### src/rtl/inst_fetch_if.sv
// Instruction-memory request/acknowledge bus between the fetch stage and instruction memory.
// The fetch side holds im_req/im_addr; the memory answers with a one-cycle im_ack plus im_data.
interface inst_fetch_if;
  logic        im_req;
  logic [31:0] im_addr;
  logic        im_ack;
  logic [31:0] im_data;

  modport master (output im_req, im_addr, input im_ack, im_data);
  modport slave  (input im_req, im_addr, output im_ack, im_data);
endinterface

### src/rtl/inst_fetch.sv
// IF stage: fetches at PC into the IF/ID register with a one-entry word buffer; one instr/cycle on zero-wait memory.
// if_en=0 holds PC and IF/ID; an unavailable word with if_en=1 inserts a bubble; redirects apply after the delay slot.
module inst_fetch #(
  parameter logic [31:0] RESET_PC = 32'h0000_0000
) (
  input  logic        clk,
  input  logic        rst,
  input  logic        i_if_rst,
  input  logic        i_if_en,
  input  logic [2:0]  i_pc_src,
  input  logic [31:0] i_jump_target,
  input  logic [31:0] i_jr_target,
  input  logic [31:0] i_branch_target,
  inst_fetch_if.master im,
  output logic [31:0] o_inst_id,
  output logic [31:0] o_pc_id,
  output logic        o_if_valid
);

  typedef enum logic [1:0] {S_REQ, S_DONE, S_DROP} state_t;

  state_t      r_state;
  state_t      w_state_nxt;
  logic [31:0] r_pc;
  logic [31:0] r_drop_addr;
  logic [31:0] r_buf;
  logic        r_pend_vld;
  logic [31:0] r_pend_tgt;
  logic [31:0] r_inst_id;
  logic [31:0] r_pc_id;
  logic        r_if_valid;

  logic        w_avail;
  logic        w_handoff;
  logic        w_bubble;
  logic        w_capture;
  logic        w_redirect;
  logic        w_pend_set;
  logic [31:0] w_word;
  logic [31:0] w_tgt;
  logic [31:0] w_pc_nxt;

  always_ff @(posedge clk or posedge rst) begin
    if (rst) r_state <= S_REQ;
    else     r_state <= w_state_nxt;
  end

  always_comb begin
    w_state_nxt = r_state;
    w_avail     = 1'b0;
    w_handoff   = 1'b0;
    w_bubble    = 1'b0;
    w_capture   = 1'b0;
    im.im_req   = (r_state != S_DONE);
    im.im_addr  = (r_state == S_DROP) ? r_drop_addr : r_pc;
    w_word      = (r_state == S_DONE) ? r_buf : im.im_data;

    w_avail = (r_state == S_DONE) || ((r_state == S_REQ) && im.im_ack);

    if (i_if_rst) begin
      // A request still in flight must be retired before a new address can be issued.
      if ((r_state != S_DONE) && !im.im_ack) w_state_nxt = S_DROP;
      else                                   w_state_nxt = S_REQ;
    end else begin
      case (r_state)
        S_REQ: begin
          if (im.im_ack) begin
            if (i_if_en) begin
              w_handoff   = 1'b1;
              w_state_nxt = S_REQ;
            end else begin
              w_capture   = 1'b1;
              w_state_nxt = S_DONE;
            end
          end else if (i_if_en) begin
            w_bubble = 1'b1;
          end
        end
        S_DONE: begin
          if (i_if_en) begin
            w_handoff   = 1'b1;
            w_state_nxt = S_REQ;
          end
        end
        S_DROP: begin
          if (im.im_ack) w_state_nxt = S_REQ;
          if (i_if_en)   w_bubble    = 1'b1;
        end
        default: w_state_nxt = S_REQ;
      endcase
    end
  end

  always_comb begin
    w_redirect = 1'b1;
    case (i_pc_src)
      3'd1:    w_tgt = i_jump_target;
      3'd2:    w_tgt = i_jr_target;
      3'd3:    w_tgt = i_branch_target;
      default: begin
        w_tgt      = 32'h0;
        w_redirect = 1'b0;
      end
    endcase
    w_tgt[1:0] = 2'b00;

    if (r_pend_vld)      w_pc_nxt = r_pend_tgt;
    else if (w_redirect) w_pc_nxt = w_tgt;
    else                 w_pc_nxt = r_pc + 32'd4;

    // First redirect seen while stalled wins; later ones are dropped.
    w_pend_set = !i_if_rst && i_if_en && !w_avail && w_redirect && !r_pend_vld;
  end

  always_ff @(posedge clk or posedge rst) begin
    if (rst) begin
      r_pc        <= RESET_PC;
      r_drop_addr <= RESET_PC;
      r_buf       <= 32'h0;
      r_pend_vld  <= 1'b0;
      r_pend_tgt  <= 32'h0;
      r_inst_id   <= 32'h0;
      r_pc_id     <= 32'h0;
      r_if_valid  <= 1'b0;
    end else if (i_if_rst) begin
      r_pc       <= RESET_PC;
      r_pend_vld <= 1'b0;
      r_inst_id  <= 32'h0;
      r_pc_id    <= 32'h0;
      r_if_valid <= 1'b0;
      if ((r_state == S_REQ) && !im.im_ack) r_drop_addr <= r_pc;
    end else begin
      if (w_handoff) begin
        r_inst_id  <= w_word;
        r_pc_id    <= r_pc;
        r_if_valid <= 1'b1;
        r_pc       <= w_pc_nxt;
        r_pend_vld <= 1'b0;
      end
      if (w_bubble)  r_if_valid <= 1'b0;
      if (w_capture) r_buf      <= im.im_data;
      if (w_pend_set) begin
        r_pend_vld <= 1'b1;
        r_pend_tgt <= w_tgt;
      end
    end
  end

  assign o_inst_id  = r_inst_id;
  assign o_pc_id    = r_pc_id;
  assign o_if_valid = r_if_valid;

endmodule

### src/flat_wrapper.sv
// flat-port wrapper written by rule: the top's interface ports become plain ports
module inst_fetch_flat 
#(
  parameter logic [31:0] RESET_PC = 32'h0000_0000
)
  (clk, rst, i_if_rst, i_if_en, i_pc_src, i_jump_target, i_jr_target, i_branch_target, o_inst_id, o_pc_id, o_if_valid, im_im_req, im_im_addr, im_im_ack, im_im_data);
  inst_fetch_if im_i ();
  input  logic clk;
  input  logic rst;
  input  logic i_if_rst;
  input  logic i_if_en;
  input  logic [2:0] i_pc_src;
  input  logic [31:0] i_jump_target;
  input  logic [31:0] i_jr_target;
  input  logic [31:0] i_branch_target;
  output logic [31:0] o_inst_id;
  output logic [31:0] o_pc_id;
  output logic o_if_valid;
  output wire logic [$bits(im_i.im_req)-1:0] im_im_req;
  output wire logic [$bits(im_i.im_addr)-1:0] im_im_addr;
  input wire logic [$bits(im_i.im_ack)-1:0] im_im_ack;
  input wire logic [$bits(im_i.im_data)-1:0] im_im_data;
  assign im_im_req = im_i.im_req;
  assign im_im_addr = im_i.im_addr;
  assign im_i.im_ack = im_im_ack;
  assign im_i.im_data = im_im_data;
  inst_fetch #(.RESET_PC(RESET_PC)) u_core (.clk(clk), .rst(rst), .i_if_rst(i_if_rst), .i_if_en(i_if_en), .i_pc_src(i_pc_src), .i_jump_target(i_jump_target), .i_jr_target(i_jr_target), .i_branch_target(i_branch_target), .im(im_i), .o_inst_id(o_inst_id), .o_pc_id(o_pc_id), .o_if_valid(o_if_valid));
endmodule
### config.mk
export PLATFORM = sky130hd
export DESIGN_NAME = inst_fetch_flat
export DESIGN_NICKNAME = d
export VERILOG_FILES = /design/src/rtl/inst_fetch_if.sv /design/src/rtl/inst_fetch.sv /design/src/flat_wrapper.sv
export SDC_FILE = /design/constraint.sdc
export NUM_CORES = 1
export LEC_CHECK = 0
export CAP_MARGIN = 20
export CORE_ASPECT_RATIO = 0.9
export CORE_UTILIZATION = 45
export CTS_CLUSTER_DIAMETER = 100
export DETAILED_ROUTE_END_ITERATION = 6
export GPL_ROUTABILITY_DRIVEN = 0
export PLACE_DENSITY = 0.73
export RECOVER_POWER = 100
export SETUP_SLACK_MARGIN = 0.4
export SLEW_MARGIN = 20
export SYNTH_ARGS = -nofsm -noshare
export SYNTH_HDL_FRONTEND = slang
export SYNTH_SLANG_ARGS = --single-unit
export TNS_END_PERCENT = 10
### constraint.sdc
create_clock -name clk -period 13.2 [get_ports clk]
set_input_delay 3.96 -clock clk [delete_from_list [all_inputs] [get_ports clk]]
set_output_delay 3.96 -clock clk [all_outputs]
set_load 0.02 [all_outputs]
==> flow_summary.yaml, run 1 <==
setup_path:
  endpoint_kind: "async pin"
  reg2reg_from: "u_core.r_state[0]"
  cp.required_ns: 13.64
  r2r_slack_ns: 9.47
  r2r-end: "u_core.r_drop_addr[22]"
  crit_type: "in2async"
  rr_worst_depth: 4
  critPathLaunchType: "primary input"
  cp_max_fo: 123
  worstPathArrival_ns: 8.68
hold_path:
  min_to: "u_core.r_pend_tgt[16]"
  hp-class: "reg2reg"
  holdCritStartpoint: "u_core.r_pend_tgt[16]"
  holdPathStages: 2
yosys:
  ys_async_sr_fraction_pct: 100
  synth_edf_count: 0
  netlist-cell-type-count: 62
  synth-seq-cells: 189
  avgSynthCellArea_um2: 10.6
  ys_top_cells_by_count: "dfrtp_1, mux2_2, nand2_1"
  netlist_area_um2: 9680
  synth_top_area_cell: "dfrtp_1"
  yosysMostFrequentCell: "dfrtp_1"
  synthCells: 911
  synth-main-ff-cell: "dfrtp_1"
  synth_top_area_share_pct: 48.9
  ys_seq_area_share_pct: 48.9
  synth_area_leaders: "dfrtp_1, mux2_2, mux2i_1, o21ai_0, nand2_1"
  yosysWarningCount: 0
clock_network:
  postCtsSetupRepairBufs: 0
  cts_resized: 0
  clk_pin_slew_ns: 0.07
  hold_buffers: 0
  cts_tree: "built"
  clock_path_buffers: 2
  cts_sinks: 189
  h-tree-depth: 4
  numCtsBuffers: 17
  insertion_delay_ns: 0.43
  cts_root_buffer: "clkbuf_16"
routing:
  antenna_left: 0
  drt-initial-drc-count: 529
  vias: 7726
  dr.pass1.iters: 5
  vias_per_cell: 5.53
  drt_wl_total_mm: 25.5
  drc: 0
  detail_route.wl_per_cell_um: 18.3
floorplanning:
  core.rowCount: 50
  coreArea_um2: 21000
  die_h_um: 141
  die-area_um2: 22100
  die_x_um: 157
  ios: 234
  start_util_pct: 46.2
sta:
  timing.fmax_ghz: 0.121
  hold_violations: 0
  worstMarginPinSlew_ns: 5.44
  fin_skew_ns: 0.00844
  period_share_pct: 62.4
  tns_ns: 0
  finalMaxSlewViolations: 349
  final_period_minus_worst_setup_slack_ns: 8.24
  grt_setup_unrepaired: "no"
  setup_viol: 0
  relSlewSlack_pct: -265
layout:
  drive_gt1_share_pct: 15.6
  finish.utilization_pct: 60.7
  fin_nets: 1236
  area_delta_synth_final_pct: 31.5
  antenna_cells: 0
run:
  drv_cap: 7
run_status:
  outcome: "finished, violations left"
  violations: "max-capacitance violations, max-slew violations"
global_routing:
  antenna_found_initial: 0
  grt_max_degree: 124
  grt_pass1_vias: 7667
  grt_pass1_wl_mm: 41.7
  grt_usage_pct: 24.3
  overflow: 0
placed_design:
  hpwlAfterDp_mm: 17.3
  numPortBuffers: 225
pwr:
  p_switching_mw: 0.379
  swShare_pct: 25.4
  p_int_mw: 1.11
  p_total_mw: 1.49
  combPwrFrac_pct: 16.0
  power_density_nw_per_um2: 117
  ir_drop_v: 0.0000775
  pwr-share-clk_pct: 38.4
  pwr-share-seq_pct: 45.6
  p_leak_nw: 5.92
==> placed cells by master (no fill, tap or decap), types with 13 or more instances in the layout <==
cell type and count:
a21oi_1 20, a22o_1 25, clkbuf_16 17, clkdlybuf4s50_1 125
dfrtp_1 189, dlygate4sd3_1 99, mux2_2 117, mux2i_1 50
nand2_1 103, nand2b_1 14, nand3_1 31, nor2_1 36
o211ai_1 17, o21ai_0 85, xor2_1 13
==> critical path, cell delays in order <==
cell	delay (ns)
dlygate4sd3_1	0.54
clkinvlp_2	3.03
buf_4	1.04
==> state kept, by name (all words and copies together) (netlist names) <==
| register | flops |
|---|---|
| u_core.r_drop_addr | 30 |
| u_core.r_pc | 30 |
| u_core.r_state | 2 |
| u_core.r_pend_tgt | 30 |
| u_core.o_inst_id | 32 |
| u_core.r_pend_vld | 1 |
| u_core.o_pc_id | 31 |
| u_core.r_buf | 32 |
| u_core.o_if_valid | 1 |
==> final cells by class <==
cell class | count | area (µm²)
fillers | 1772 | 8230
flip-flops and latches | 189 | 4730
multi-input cells | 639 | 4590
repair buffers | 241 | 2340
clock buffers | 20 | 457
well taps | 286 | 358
clock inverters | 12 | 205
inverters | 11 | 42.5
==> worst max-delay path by stage <==
stage                      start            endpoint  slack, ns  cells after the start
2_1_floorplan                rst   u_core.o_if_valid       4.10                      1
4_1_cts        u_core.r_state[0]      im_im_addr[29]       6.39                      4
3_3_place_gp         i_pc_src[1]     u_core.r_pc[24]       6.66                      8
6_report                     rst     u_core.r_pc[31]       4.96                      3
5_1_grt                      rst  u_core.o_pc_id[29]       4.03                      3
3_5_place_dp         i_pc_src[1]     u_core.r_pc[24]       6.67                      8
==> through the flow <==
stage	setup WS, ns	hold slack (ns)	std cells	area, µm²
after floorplan	4.10	0.441	912	9680
after global placement	6.66	0.455	1366	12100
after global routing	4.03	0.501	1398	12700
after detailed placement	6.67	0.462	1366	12100
final	4.96	0.472	1398	12700
after CTS	6.39	0.477	1398	12800
==> metal layers <==
metal | global-route usage [%] | up-vias | part of all wire [%]
met4 | 6.60 | 0 | 1.7
met5 | 0 | - | 0
met3 | 4.76 | 30 | 6.5
met1 | 35.5 | 3755 | 47
li1 | - | 3680 | -
met2 | 36.5 | 261 | 45
==> power groups by stage <==
stage / clock network [mW] / logic [mW] / registers (mW)
2_1_floorplan: 0 / 0.145 / 0.687
3_3_place_gp: 0 / 0.241 / 0.688
3_5_place_dp: 0 / 0.245 / 0.692
4_1_cts: 0.582 / 0.246 / 0.681
5_1_grt: 0.605 / 0.262 / 0.690
6_report: 0.573 / 0.239 / 0.682
==> cells by family after synthesis <==
logic type | synth area share, %
xor+xnor | 1.54
buf+inv | 4.10
simple gates | 12.6
fa+ha+maj | 0.129
compound gates | 13.5
flops | 48.9
other cells | 0.0387
mux | 19.2
Note: power is estimated with default switching activity, not from simulation.
==> run 2: changes to the inputs <==
- PLACE_DENSITY: 0.73 -> 0.76
- clock period: 13.2 -> 7.1 ns (I/O delays scaled with it)
==> run 2 against run 1 <==
Net effect:
- the run still ends with max-capacitance violations, max-slew violations left
- clock skew grew 0.0024 ns
- worst setup slack worse by 3.6 ns
- sequential power up 86%
- critical path depth is 2 higher
- routed wire length grew 0.11%
- cell count about the same
- global-route usage shrank 0.41 points
- utilization down 0.12 points
- combinational power is 85% higher
- critical path type is now in2reg
- critical endpoint is now u_core.r_drop_addr[25]
- largest cell class unchanged
==> flow_summary.yaml, run 2 (same netlist as run 1, synthesis figures left out) <==
floorplanning:
  core.rowCount: 50
  start_util_pct: 46.2
  ios: 234
  coreArea_um2: 21000
  die_h_um: 141
  die-area_um2: 22100
  die_x_um: 157
hold_path:
  hp-class: "reg2reg"
  holdPathStages: 2
  holdCritStartpoint: "u_core.o_inst_id[14]"
  min_to: "u_core.o_inst_id[14]"
pwr:
  swShare_pct: 26.3
  combPwrFrac_pct: 16.2
  power_density_nw_per_um2: 215
  p_int_mw: 2.02
  ir_drop_v: 0.000121
  p_switching_mw: 0.719
  pwr-share-clk_pct: 37.5
  p_total_mw: 2.74
  p_leak_nw: 5.90
  pwr-share-seq_pct: 46.3
placed_design:
  placed_area_um2: 12100
  dp_slack_ns: 2.24
  numPortBuffers: 225
  hpwlAfterDp_mm: 17.6
layout:
  most-common-layout-cells: "dfrtp_1, clkdlybuf4s50_1, mux2_2, nand2_1, dlygate4sd3_1"
  antenna_cells: 0
  finish.utilization_pct: 60.6
  drive_gt1_share_pct: 15.1
  final_common_cell: "dfrtp_1"
  stdcell_area_um2: 12700
  fin_nets: 1238
  area_delta_synth_final_pct: 31.2
sta:
  fin_skew_ns: 0.0108
  final_period_minus_worst_setup_slack_ns: 5.70
  finalMaxSlewViolations: 160
  timing.fmax_ghz: 0.176
  tns_ns: 0
  worstMarginPinSlew_ns: 2.89
  worst_slack_ns: 1.40
  period_share_pct: 80.2
  relSlewSlack_pct: -92.9
  grt_setup_unrepaired: "no"
  setup_viol: 0
  hold_violations: 0
run_status:
  violations: "max-capacitance violations, max-slew violations"
  outcome: "finished, violations left"
setup_path:
  worstPathArrival_ns: 6.00
  critPathLaunchType: "primary input"
  critical_path.n_buffers_inverters: 2
  reg2reg_from: "u_core.r_state[0]"
  crit_family: "simple AND/OR/NAND/NOR gates"
  cp_max_fo: 21
  cp.required_ns: 7.41
  endpoint_kind: "flop"
  crit_type: "in2reg"
  cp_cell_sequence: "dlygate4sd3_1, or2_0, nor3b_1, clkbuf_1, mux2_2"
  cpMaxStageDelayCell: "nor3b_1"
  r2r_slack_ns: 3.21
  r2r-end: "u_core.r_drop_addr[25]"
  slowest_delay_ns: 1.51
  rr_worst_depth: 4
clock_network:
  numCtsBuffers: 17
  cts_sinks: 189
  hold_buffers: 0
  clock_path_buffers: 2
  h-tree-depth: 4
  cts_root_buffer: "clkbuf_16"
  cts_tree: "built"
  insertion_delay_ns: 0.43
  clk_pin_slew_ns: 0.07
  postCtsSetupRepairBufs: 0
  cts_resized: 0
global_routing:
  overflow: 0
  grt_usage_pct: 23.9
  antenna_found_initial: 0
  grt_pass1_vias: 7502
  grt_pass1_wl_mm: 40.8
  grt_max_degree: 190
routing:
  antenna_left: 0
  dr.pass1.iters: 5
  detail_route.wl_per_cell_um: 18.3
  drt_wl_total_mm: 25.6
  vias_per_cell: 5.60
  drc: 0
  drt-initial-drc-count: 630
  vias: 7828
run:
  drv_cap: 5
==> run 2: changes by cell type in the layout (fill, tap and decap cells not counted), sizes merged <==
| cell | change |
|---|---|
| clkdlybuf4s50 | -1 |
| clkbuf | +2 |
| inv | +2 |
| dlygate4sd3 | +1 |
| buf | -3 |
| clkinvlp | +1 |
| bufinv | -1 |
==> run 2: through the flow <==
step	hold WS, ns	cells
2_1_floorplan	0.441	912
3_3_place_gp	0.454	1367
3_5_place_dp	0.461	1367
4_1_cts	0.475	1398
5_1_grt	0.503	1399
6_report	0.469	1399
==> run 2: area by class of cell <==
type	count	area (µm²)
clock buffers	17	425
clock inverters	14	205
fillers	1743	8260
inverters	11	45.0
multi-input cells	639	4580
flip-flops and latches	189	4730
well taps	286	358
repair buffers	243	2360
==> run 2: worst min-delay path, stage by stage, from the launching register on <==
cell and delay, ns:
dfrtp_1 0.34, nand2_1 0.04, o21ai_0 0.05
==> run 2: worst max-delay path by stage <==
stage,slack [ns],cells after the start,endpoint,startpoint
2_1_floorplan,2.54,1,u_core.o_if_valid,rst
3_3_place_gp,2.28,8,u_core.r_pc[24],i_pc_src[1]
3_5_place_dp,2.24,8,u_core.r_pc[24],i_pc_src[1]
4_1_cts,2.11,4,im_im_addr[22],u_core.r_state[0]
5_1_grt,1.24,6,u_core.r_pc[3],i_if_rst
6_report,1.40,5,u_core.r_drop_addr[25],im_im_ack
==> run 2: routing by layer <==
layer / up-vias / wire length, µm / track usage [%] / share of wire (%)
li1: 3671 / - / - / -
met1: 3838 / 11900 / 34.8 / 46
met2: 293 / 11700 / 36.1 / 46
met3: 26 / 1560 / 4.00 / 6.1
met4: 0 / 414 / 7.64 / 1.6
met5: - / 0 / 0 / 0
==> run 2: power groups by stage <==
stage | sequential (mW) | combinational [mW] | clock, mW
floorplan | 1.28 | 0.271 | 0
global placement | 1.28 | 0.447 | 0
detailed placement | 1.29 | 0.457 | 0
CTS | 1.27 | 0.458 | 1.04
global route | 1.28 | 0.484 | 1.09
finish | 1.27 | 0.443 | 1.03
==> run 3: changes to the inputs <==
- PLACE_DENSITY: 0.76 -> 0.73
- clock period: 7.1 -> 5.65 ns (I/O delays scaled with it)
==> run 3 against run 2 <==
Net effect:
- the run still ends with max-capacitance violations, max-slew violations left
- via count is 0.26% lower
- utilization is 0.25 points lower
- critical path type unchanged
- die area stayed put
- critical endpoint is now u_core.r_pend_tgt[19]
- register-to-register slack worse by 0.71 ns
- critical path depth is 1 higher
==> flow_summary.yaml, run 3 (same netlist as run 1, synthesis figures left out) <==
sta:
  tns_ns: 0
  setup_viol: 0
  relSlewSlack_pct: -85.8
  whs_ns: 0.473
  worst_slack_ns: 0.961
  worstMarginPinSlew_ns: 2.79
  fin_skew_ns: 0.0136
  period_share_pct: 83.0
  final_period_minus_worst_setup_slack_ns: 4.69
  timing.fmax_ghz: 0.213
  hold_violations: 0
  finalMaxSlewViolations: 320
  grt_setup_unrepaired: "no"
routing:
  wl_met2_mm: 11.9
  detail_route.wl_per_cell_um: 18.3
  vias: 7808
  dr.pass1.iters: 5
  antenna_left: 0
  wl_met1_mm: 11.7
  vias_per_cell: 5.57
  drc: 0
  drt-initial-drc-count: 451
  drt_wl_total_mm: 25.7
  routed.top_layer: "met4"
  wl_met3_mm: 1.73
placed_design:
  placed_area_um2: 12100
  dp_slack_ns: 1.54
  numPortBuffers: 225
  hpwlAfterDp_mm: 17.8
pwr:
  ir_drop_v: 0.000154
  combPwrFrac_pct: 16.8
  pwr-share-clk_pct: 35.2
  power_density_nw_per_um2: 263
  p_int_mw: 2.42
  swShare_pct: 27.2
  p_leak_nw: 5.87
  p_switching_mw: 0.905
  pwr-share-seq_pct: 48.0
run_status:
  outcome: "finished, violations left"
  violations: "max-capacitance violations, max-slew violations"
layout:
  stdcell_area_um2: 12600
  final_common_cell: "dfrtp_1"
  regArea_um2: 4730
  fin_nets: 1240
  drive_gt1_share_pct: 15.7
  antenna_cells: 0
  most-common-layout-cells: "dfrtp_1, clkdlybuf4s50_1, mux2_2, nand2_1, dlygate4sd3_1"
  multi_input_area_um2: 4590
  n_fill_cell: 1774
  area_delta_synth_final_pct: 30.6
setup_path:
  worstSetupStartpoint: "i_pc_src[1]"
  worstPathArrival_ns: 4.99
  endpoint_kind: "flop"
  reg2reg_from: "u_core.r_pend_vld"
  critical_path.n_buffers_inverters: 3
  cp_max_fo: 49
  cpMaxStageDelayCell: "clkbuf_1"
  critPathLaunchType: "primary input"
  r2r_slack_ns: 2.50
  r2r-end: "u_core.r_pend_tgt[19]"
  rr_worst_depth: 5
  cp_cell_sequence: "dlygate4sd3_1, buf_4, o21ba_2, o211ai_1, clkbuf_1, mux2_2"
  cp.required_ns: 5.95
  slowest_delay_ns: 1.62
  crit_cells: 6
  crit_type: "in2reg"
  crit_family: "buffers and inverters"
clock_network:
  postCtsSetupRepairBufs: 0
  numCtsBuffers: 17
  cts_resized: 0
  cts_sinks: 189
  cts_root_buffer: "clkbuf_16"
  h-tree-depth: 4
  clk_pin_slew_ns: 0.07
  insertion_delay_ns: 0.43
  clock_path_buffers: 2
  cts_tree: "built"
  hold_buffers: 0
global_routing:
  grt_pass1_wl_mm: 41.1
  overflow: 0
  antenna_found_initial: 0
  grt_usage_pct: 24.1
  grt_pass1_vias: 7615
  grt_max_degree: 90
hold_path:
  hp-class: "reg2reg"
  holdPathStages: 2
  holdCritStartpoint: "u_core.o_inst_id[0]"
  min_to: "u_core.o_inst_id[0]"
floorplanning:
  die-area_um2: 22100
  core.rowCount: 50
  ios: 234
  die_x_um: 157
  die_h_um: 141
  start_util_pct: 46.2
  coreArea_um2: 21000
run:
  drv_cap: 6
-- run 3: cell count changes in the layout (fill, tap and decap cells not counted), sizes merged --
cell           change
buf                +2
dlygate4sd3        -1
clkdlybuf4s50      +1
clkbuf             +2
clkinvlp           +2
bufinv             -3
-- run 3: cell type report --
| type | count | area share [%] |
|---|---|---|
| Sequential cell | 189 | 37.4 |
| Multi-Input combinational cell | 639 | 36.3 |
| Clock inverter | 13 | 1.01 |
| Timing Repair Buffer | 245 | 18.6 |
| Clock buffer | 19 | 3.50 |
| Tap cell | 286 | 2.83 |
| Inverter | 11 | 0.336 |
-- run 3: per-layer routing --
metal	global-route usage [%]	vias to the layer above
met5	0	-
met4	5.83	0
met3	5.84	20
met2	37.4	272
met1	33.9	3844
li1	-	3672
-- run 3: worst min-delay path: cells and delay by family (launching register included) --
kind / cells / cell delay (ns)
DFF: 1 / 0.34
AOI/OAI and AO/OA: 1 / 0.06
and+or+nand+nor: 1 / 0.04
-- run 3: worst max-delay path by stage --
stage | endpoint
floorplan | u_core.o_if_valid
global placement | im_im_addr[22]
detailed placement | u_core.r_pc[18]
CTS | im_im_addr[20]
global route | u_core.r_pend_tgt[30]
finish | u_core.r_pend_tgt[19]
-- run 3: power groups by stage --
stage,Clock [mW],Sequential (mW),Combinational [mW]
after global routing,1.24,1.61,0.610
final,1.17,1.59,0.557
after CTS,1.19,1.59,0.578
after detailed placement,0,1.62,0.576
after global placement,0,1.61,0.564
after floorplan,0,1.60,0.340
-- run 3: through the flow --
stage	util [%]	total power [mW]	cells
floorplan	-	1.94	912
global placement	57.9	2.17	1370
detailed placement	57.9	2.19	1370
CTS	60.7	3.36	1402
global route	60.3	3.47	1402
finish	60.3	3.32	1402
